$ cat config.mk
export PLATFORM = sky130hd
export DESIGN_NAME = me_frame_scheduler
export DESIGN_NICKNAME = d
export VERILOG_FILES = /design/src/rtl/me_frame_scheduler.sv
export SDC_FILE = /design/constraint.sdc
export NUM_CORES = 1
export LEC_CHECK = 0
export ABC_CLOCK_PERIOD_IN_PS = 1900
export CAP_MARGIN = 40
export CORE_ASPECT_RATIO = 0.7
export CORE_MARGIN = 3
export CORE_UTILIZATION = 25
export DETAILED_ROUTE_END_ITERATION = 12
export GPL_TIMING_DRIVEN = 0
export PLACE_DENSITY_LB_ADDON = 0.25
export SLEW_MARGIN = 20
export SYNTH_ARGS = -nofsm -noshare
export SYNTH_HDL_FRONTEND = slang
export SYNTH_SLANG_ARGS = --single-unit
$ cat constraint.sdc
create_clock -name clk -period 1.9 [get_ports clk]
set_clock_uncertainty 0.05 [all_clocks]
set_input_delay 0.38 -clock clk [delete_from_list [all_inputs] [get_ports clk]]
set_output_delay 0.38 -clock clk [all_outputs]
set_load 0.005 [all_outputs]
$ cat src/rtl/me_frame_scheduler.sv
// Purpose: raster-order frame sequencer driving the motion_estimator core one 16x16 block at a time.
// Latency: load_done to res_valid is 1 (ISSUE) + core time + 1 (capture) + >=1 (DRAIN) cycles.
// Backpressure: a result is held stable in OUTPUT until res_ready; the next block waits for the handshake.
//
// Optional build macro: ME_SCHED_TIMEOUT_EN adds a per-block WAIT watchdog (TIMEOUT_CYC cycles)
// and a sticky timeout_err. Without it WAIT is unbounded and timeout_err is tied low.
//
// Ports:
//   clk, reset           rising-edge clock, synchronous active-high reset
//   frame_start          one-cycle frame request, honoured only in IDLE outside the frame_done cycle
//   load_req/load_done   window-load handshake for blk_x/blk_y
//   me_start/me_*        motion_estimator control and result inputs
//   res_*                result valid/ready channel (block coordinate, motion vector, distortion)
//   frame_min_dist       running minimum of accepted res_dist over the current frame
//   busy, frame_done     status: not idle / one-cycle end-of-frame pulse
//   timeout_err          sticky watchdog flag
module me_frame_scheduler #(
    parameter int BLK_COLS    = 4,
    parameter int BLK_ROWS    = 4,
    parameter int TIMEOUT_CYC = 4096
) (
    input  logic       clk,
    input  logic       reset,
    input  logic       frame_start,
    input  logic       load_done,
    input  logic       me_completed,
    input  logic [3:0] me_motion_x,
    input  logic [3:0] me_motion_y,
    input  logic [7:0] me_best_dist,
    output logic       me_start,
    output logic [3:0] blk_x,
    output logic [3:0] blk_y,
    output logic       load_req,
    output logic       res_valid,
    input  logic       res_ready,
    output logic [3:0] res_blk_x,
    output logic [3:0] res_blk_y,
    output logic [3:0] res_mv_x,
    output logic [3:0] res_mv_y,
    output logic [7:0] res_dist,
    output logic [7:0] frame_min_dist,
    output logic       busy,
    output logic       frame_done,
    output logic       timeout_err
);

    typedef enum logic [2:0] {
        IDLE    = 3'd0,
        LOAD    = 3'd1,
        ISSUE   = 3'd2,
        WAIT    = 3'd3,
        DRAIN   = 3'd4,
        OUTPUT  = 3'd5,
        ADVANCE = 3'd6
    } state_t;

    localparam logic [3:0] LAST_X = 4'(BLK_COLS - 1);
    localparam logic [3:0] LAST_Y = 4'(BLK_ROWS - 1);

    if (BLK_COLS < 1 || BLK_COLS > 16 || BLK_ROWS < 1 || BLK_ROWS > 16 ||
        TIMEOUT_CYC < 1 || TIMEOUT_CYC > 65535) begin : g_bad_param
        $error("me_frame_scheduler: parameter out of range");
    end

    state_t state;
    state_t state_nxt;
    logic   last_blk;
    logic   frame_accept;
    logic   wait_expire;

    assign last_blk = (blk_x == LAST_X) && (blk_y == LAST_Y);
    // A request landing in the frame_done cycle is dropped; IDLE accepts from the next cycle.
    assign frame_accept = (state == IDLE) && frame_start && !frame_done;

`ifdef ME_SCHED_TIMEOUT_EN
    localparam logic [15:0] TO_LAST = 16'(TIMEOUT_CYC - 1);

    logic [15:0] wait_cnt;
    logic        to_err_q;

    // Expires during the TIMEOUT_CYC-th WAIT cycle, i.e. as the count would reach TIMEOUT_CYC.
    assign wait_expire = (state == WAIT) && !me_completed && (wait_cnt == TO_LAST);
    assign timeout_err = to_err_q;

    always_ff @(posedge clk) begin
        if (reset) begin
            wait_cnt <= 16'd0;
            to_err_q <= 1'b0;
        end else begin
            if (state == ISSUE) begin
                wait_cnt <= 16'd0;
            end else if (state == WAIT && !me_completed) begin
                wait_cnt <= wait_cnt + 16'd1;
            end
            if (wait_expire) begin
                to_err_q <= 1'b1;
            end
        end
    end
`else
    assign wait_expire = 1'b0;
    assign timeout_err = 1'b0;
`endif

    always_ff @(posedge clk) begin
        if (reset) begin
            state <= IDLE;
        end else begin
            state <= state_nxt;
        end
    end

    always_comb begin
        state_nxt = state;
        me_start  = 1'b0;
        load_req  = 1'b0;
        res_valid = 1'b0;
        busy      = (state != IDLE);
        unique case (state)
            IDLE: begin
                if (frame_accept) state_nxt = LOAD;
            end
            LOAD: begin
                load_req = 1'b1;
                if (load_done) state_nxt = ISSUE;
            end
            ISSUE: begin
                state_nxt = WAIT;
            end
            WAIT: begin
                me_start = 1'b1;
                if (me_completed || wait_expire) state_nxt = DRAIN;
            end
            DRAIN: begin
                // Wait out a lingering completed so it cannot be mistaken for the next block.
                if (!me_completed) state_nxt = OUTPUT;
            end
            OUTPUT: begin
                res_valid = 1'b1;
                if (res_ready) state_nxt = ADVANCE;
            end
            ADVANCE: begin
                state_nxt = last_blk ? IDLE : LOAD;
            end
            default: begin
                state_nxt = IDLE;
            end
        endcase
    end

    always_ff @(posedge clk) begin
        if (reset) begin
            blk_x          <= 4'd0;
            blk_y          <= 4'd0;
            res_blk_x      <= 4'd0;
            res_blk_y      <= 4'd0;
            res_mv_x       <= 4'd0;
            res_mv_y       <= 4'd0;
            res_dist       <= 8'd0;
            frame_min_dist <= 8'hFF;
            frame_done     <= 1'b0;
        end else begin
            frame_done <= 1'b0;
            unique case (state)
                IDLE: begin
                    if (frame_accept) begin
                        blk_x          <= 4'd0;
                        blk_y          <= 4'd0;
                        frame_min_dist <= 8'hFF;
                    end
                end
                WAIT: begin
                    if (me_completed) begin
                        res_blk_x <= blk_x;
                        res_blk_y <= blk_y;
                        res_mv_x  <= me_motion_x;
                        res_mv_y  <= me_motion_y;
                        res_dist  <= me_best_dist;
                    end else if (wait_expire) begin
                        // Timed-out block still yields a result: zero vector, worst distortion.
                        res_blk_x <= blk_x;
                        res_blk_y <= blk_y;
                        res_mv_x  <= 4'd0;
                        res_mv_y  <= 4'd0;
                        res_dist  <= 8'hFF;
                    end
                end
                OUTPUT: begin
                    if (res_ready && (res_dist < frame_min_dist)) begin
                        frame_min_dist <= res_dist;
                    end
                end
                ADVANCE: begin
                    if (blk_x == LAST_X) begin
                        blk_x <= 4'd0;
                        blk_y <= (blk_y == LAST_Y) ? 4'd0 : blk_y + 4'd1;
                    end else begin
                        blk_x <= blk_x + 4'd1;
                    end
                    frame_done <= last_blk;
                end
                default: begin
                end
            endcase
        end
    end

endmodule
==> impl_metrics.csv <==
group,metric,value,unit
placed_design,dp_worst_setup_slack,-0.1856,ns
synth,syn-num-nets,275,
synth,synth_fa_ha_area_frac,0.05700,
layout,final_common_cell,"clkdlybuf4s50_1",
setup_path,required,1.47,ns
floorplanning,dieArea,0.009022,mm^2
setup_path,reg2regPathDepth,8,
cts,numCtsBuffers,5,
synth,synth_area_per_cell,8.097,um^2
floorplanning,io_pins,68,
cts,clockRootBuffer,"clkbuf_16",
grt,track_usage,0.1299,
timing,setup_slack,0.08688,ns
synth,synth-main-ff-cell,"dfxtp_1",
layout,drive_gt1_frac,0.1323,
timing,hold_viol_final,0,
min_path,hold_class,"reg -> reg",
layout,multiInputGateArea,0.001033,mm^2
grt,antenna_found_initial,0,
layout,post-route-util,0.4102,
cts,clockBufferDepth,2,
synth,synth_warnings,0,
status,status,"completed",
cts,clkTransAtPathRegs,0.06,ns
setup_path,rr_startpoint,"frame_min_dist[1]",
cts,tritoncts,"yes",
cts,worst_skew_pair.late_latency,0.28,ns
floorplanning,die_h,80.38,um
grt,grt_pass1_wl,9466,um
synth,synthXorXnorAreaFrac,0.004433,
setup_path,arrival,1.38,ns
timing,worst_slew_pin_slew,0.5676,ns
grt,overflow,0,
layout,final_cell_mix,"clkdlybuf4s50_1, nand2_1, dfxtp_1",
floorplanning,start_util,0.2640,
drt,vias,1936,
timing,rsz0062_at_grt,"false",
synth,synth_top_family_by_area,"simple AND/OR/NAND/NOR gates",
setup_path,startpoint_type,"flip-flop",
power,power_density,826.7,mW/mm^2
timing,fmax,551.5,MHz
min_path,hold_path_end,"res_blk_x[1]",
floorplanning,die_w,112.3,um
power,ir_drop,419.7,uV
setup_path,setup.worst_path.end_class,"output pin",
layout,syn_to_final_growth,55.35,%
placed_design,gp_congestion,0.7782,
cts,h-tree-depth,2,
setup_path,cp_max_fo,10,
layout,layout.nets,355,
synth,synth_cell_type_count,33,
min_path,min_from,"res_blk_x[1]",
placed_design,port_buffers,65,
synth,synth_edf_count,0,
synth,synth_cells,244,
timing,period_share,0.9543,
min_path,holdPathStages,2,
synth,ys_seq_elements,44,
synth,synth_compound_area_frac,0.1419,
synth,synthSimpleGateAreaFrac,0.2438,
placed_design,hpwl,4197,um
timing,maxSlewViolCount,0,
drt,via_per_inst,4.577,
synth,ys_async_sr_fraction,0,
timing,slew_headroom,0.6216,
synth,ys_seq_area_frac,0.4459,
synth,yosys-mux-area-fraction,0.05066,
drt,route.detailed.drc,0,
setup_path,worstReg2RegEnd,"frame_min_dist[1]",
setup_path,rrSetupSlack,0.11,ns
drt,dr.pass1.iters,4,
cts,postCtsHoldBufs,0,
flow_run,drv_cap,0,
drt,ant_nets,0,
layout,n_fill_cell,790,
timing,setup_violations,0,
floorplanning,core.rowCount,26,
layout,area.sequential,890.9,um^2
grt,grt_max_degree,14,
synth,syn_area,0.001976,mm^2
timing,period_needed,1.813,ns
layout,num_antenna_cells,0,
grt,grt_pass1_vias,1883,
cts,clock-sinks,44,
timing,hold_ws,0.4012,ns
drt,drt_iter0_drc,116,
floorplanning,core-area,0.007482,mm^2
drt,wl_per_cell,13.91,um
setup_path,path_class,"reg -> out",
power,power_leakage,1.232,nW
power,total_power,0.002537,W
drt,wl,5882,um
cells in the mapped netlist (2+ instances only):
library cell / instances / share of area
and3_1: 2 / 0.0063
nand2b_1: 2 / 0.0063
nand4b_1: 2 / 0.0089
dfxtp_1: 44 / 0.45
clkbuf_1: 7 / 0.013
o21ai_0: 3 / 0.0076
nand2_1: 56 / 0.11
buf_4: 2 / 0.0076
ha_1: 9 / 0.057
nand4_1: 3 / 0.0095
inv_1: 11 / 0.021
mux2i_1: 10 / 0.051
a21oi_1: 32 / 0.081
nand3_1: 2 / 0.0051
nor3b_1: 4 / 0.015
a32oi_1: 2 / 0.0089
nor3_1: 6 / 0.015
buf_2: 5 / 0.013
a31oi_1: 2 / 0.0063
nor2_1: 26 / 0.049
nand3b_1: 2 / 0.0076
worst max-delay path by stage:
stage,startpoint,to,slack (ns),cells after the start
6_report,state[0],me_start,0.09,4
5_1_grt,frame_min_dist[1],frame_min_dist[5],0.003,8
4_1_cts,state[1],res_valid,0.008,3
3_5_place_dp,blk_x[0],blk_y[3],-0.19,6
3_3_place_gp,blk_x[0],blk_y[3],-0.14,6
2_1_floorplan,frame_min_dist[1],frame_min_dist[0],0.05,7
flip-flops by register name (all words and copies together), names as in the netlist:
name            cells
frame_min_dist      8
res_dist            8
blk_x               4
blk_y               4
res_blk_x           4
res_blk_y           4
res_mv_x            4
res_mv_y            4
state               3
frame_done          1
final cells by class:
class                      instances  share of cell area
sequential                        44              0.2903
timing repair buffer              73              0.2336
multi-input combinational        175              0.3367
clock inverter                     1            0.009784
tap                               98             0.03995
buffer                            14             0.02568
inverter                          11             0.01427
clock buffer                       7             0.04973
worst max-delay path, stage by stage (launching register included):
cell	delay (ns)
dfxtp_2	0.38
buf_6	0.15
inv_1	0.11
nor3_2	0.21
dlygate4sd2_1	0.26
metal layers:
metal  share of wire  vias up  track usage  wire length [um]
li1                -      978            -                 -
met4          0.0036        0      0.01561                21
met5               0        -            0                 0
met1            0.49      892       0.1788              2905
met3           0.074        4      0.04593               434
met2            0.43       62       0.2015              2520
stage by stage:
stage,TNS [ns],instance area (um^2),std cells
global route,0,3069,423
finish,0,3069,423
floorplan,0,1976,244
CTS,0,3040,423
detailed placement,-1.585,2749,407
global placement,-1.229,2749,407
report_power, final:
part | switching [W] | internal [W] | total (W)
clock network | 0.000344 | 0.000692 | 0.00104
logic | 0.000254 | 0.000235 | 0.000488
registers | 0.0000499 | 0.000963 | 0.00101
what timing repair did:
| item | in CTS | in global routing |
|---|---|---|
| buffers inserted | 8 | 0 |
| setup endpoints to repair | 16 | 30 |
| pin swaps | 3 | 4 |
| resized for setup | 16 | 14 |
cells by family after synthesis:
logic type | Yosys count
AOI/OAI and AO/OA | 46
xor gates and xnor gates | 1
muxes | 10
other | 1
buffers and inverters | 25
and+or+nand+nor | 108
DFF | 44
adders and majority gates | 9
(Power assumes the default switching activity.)
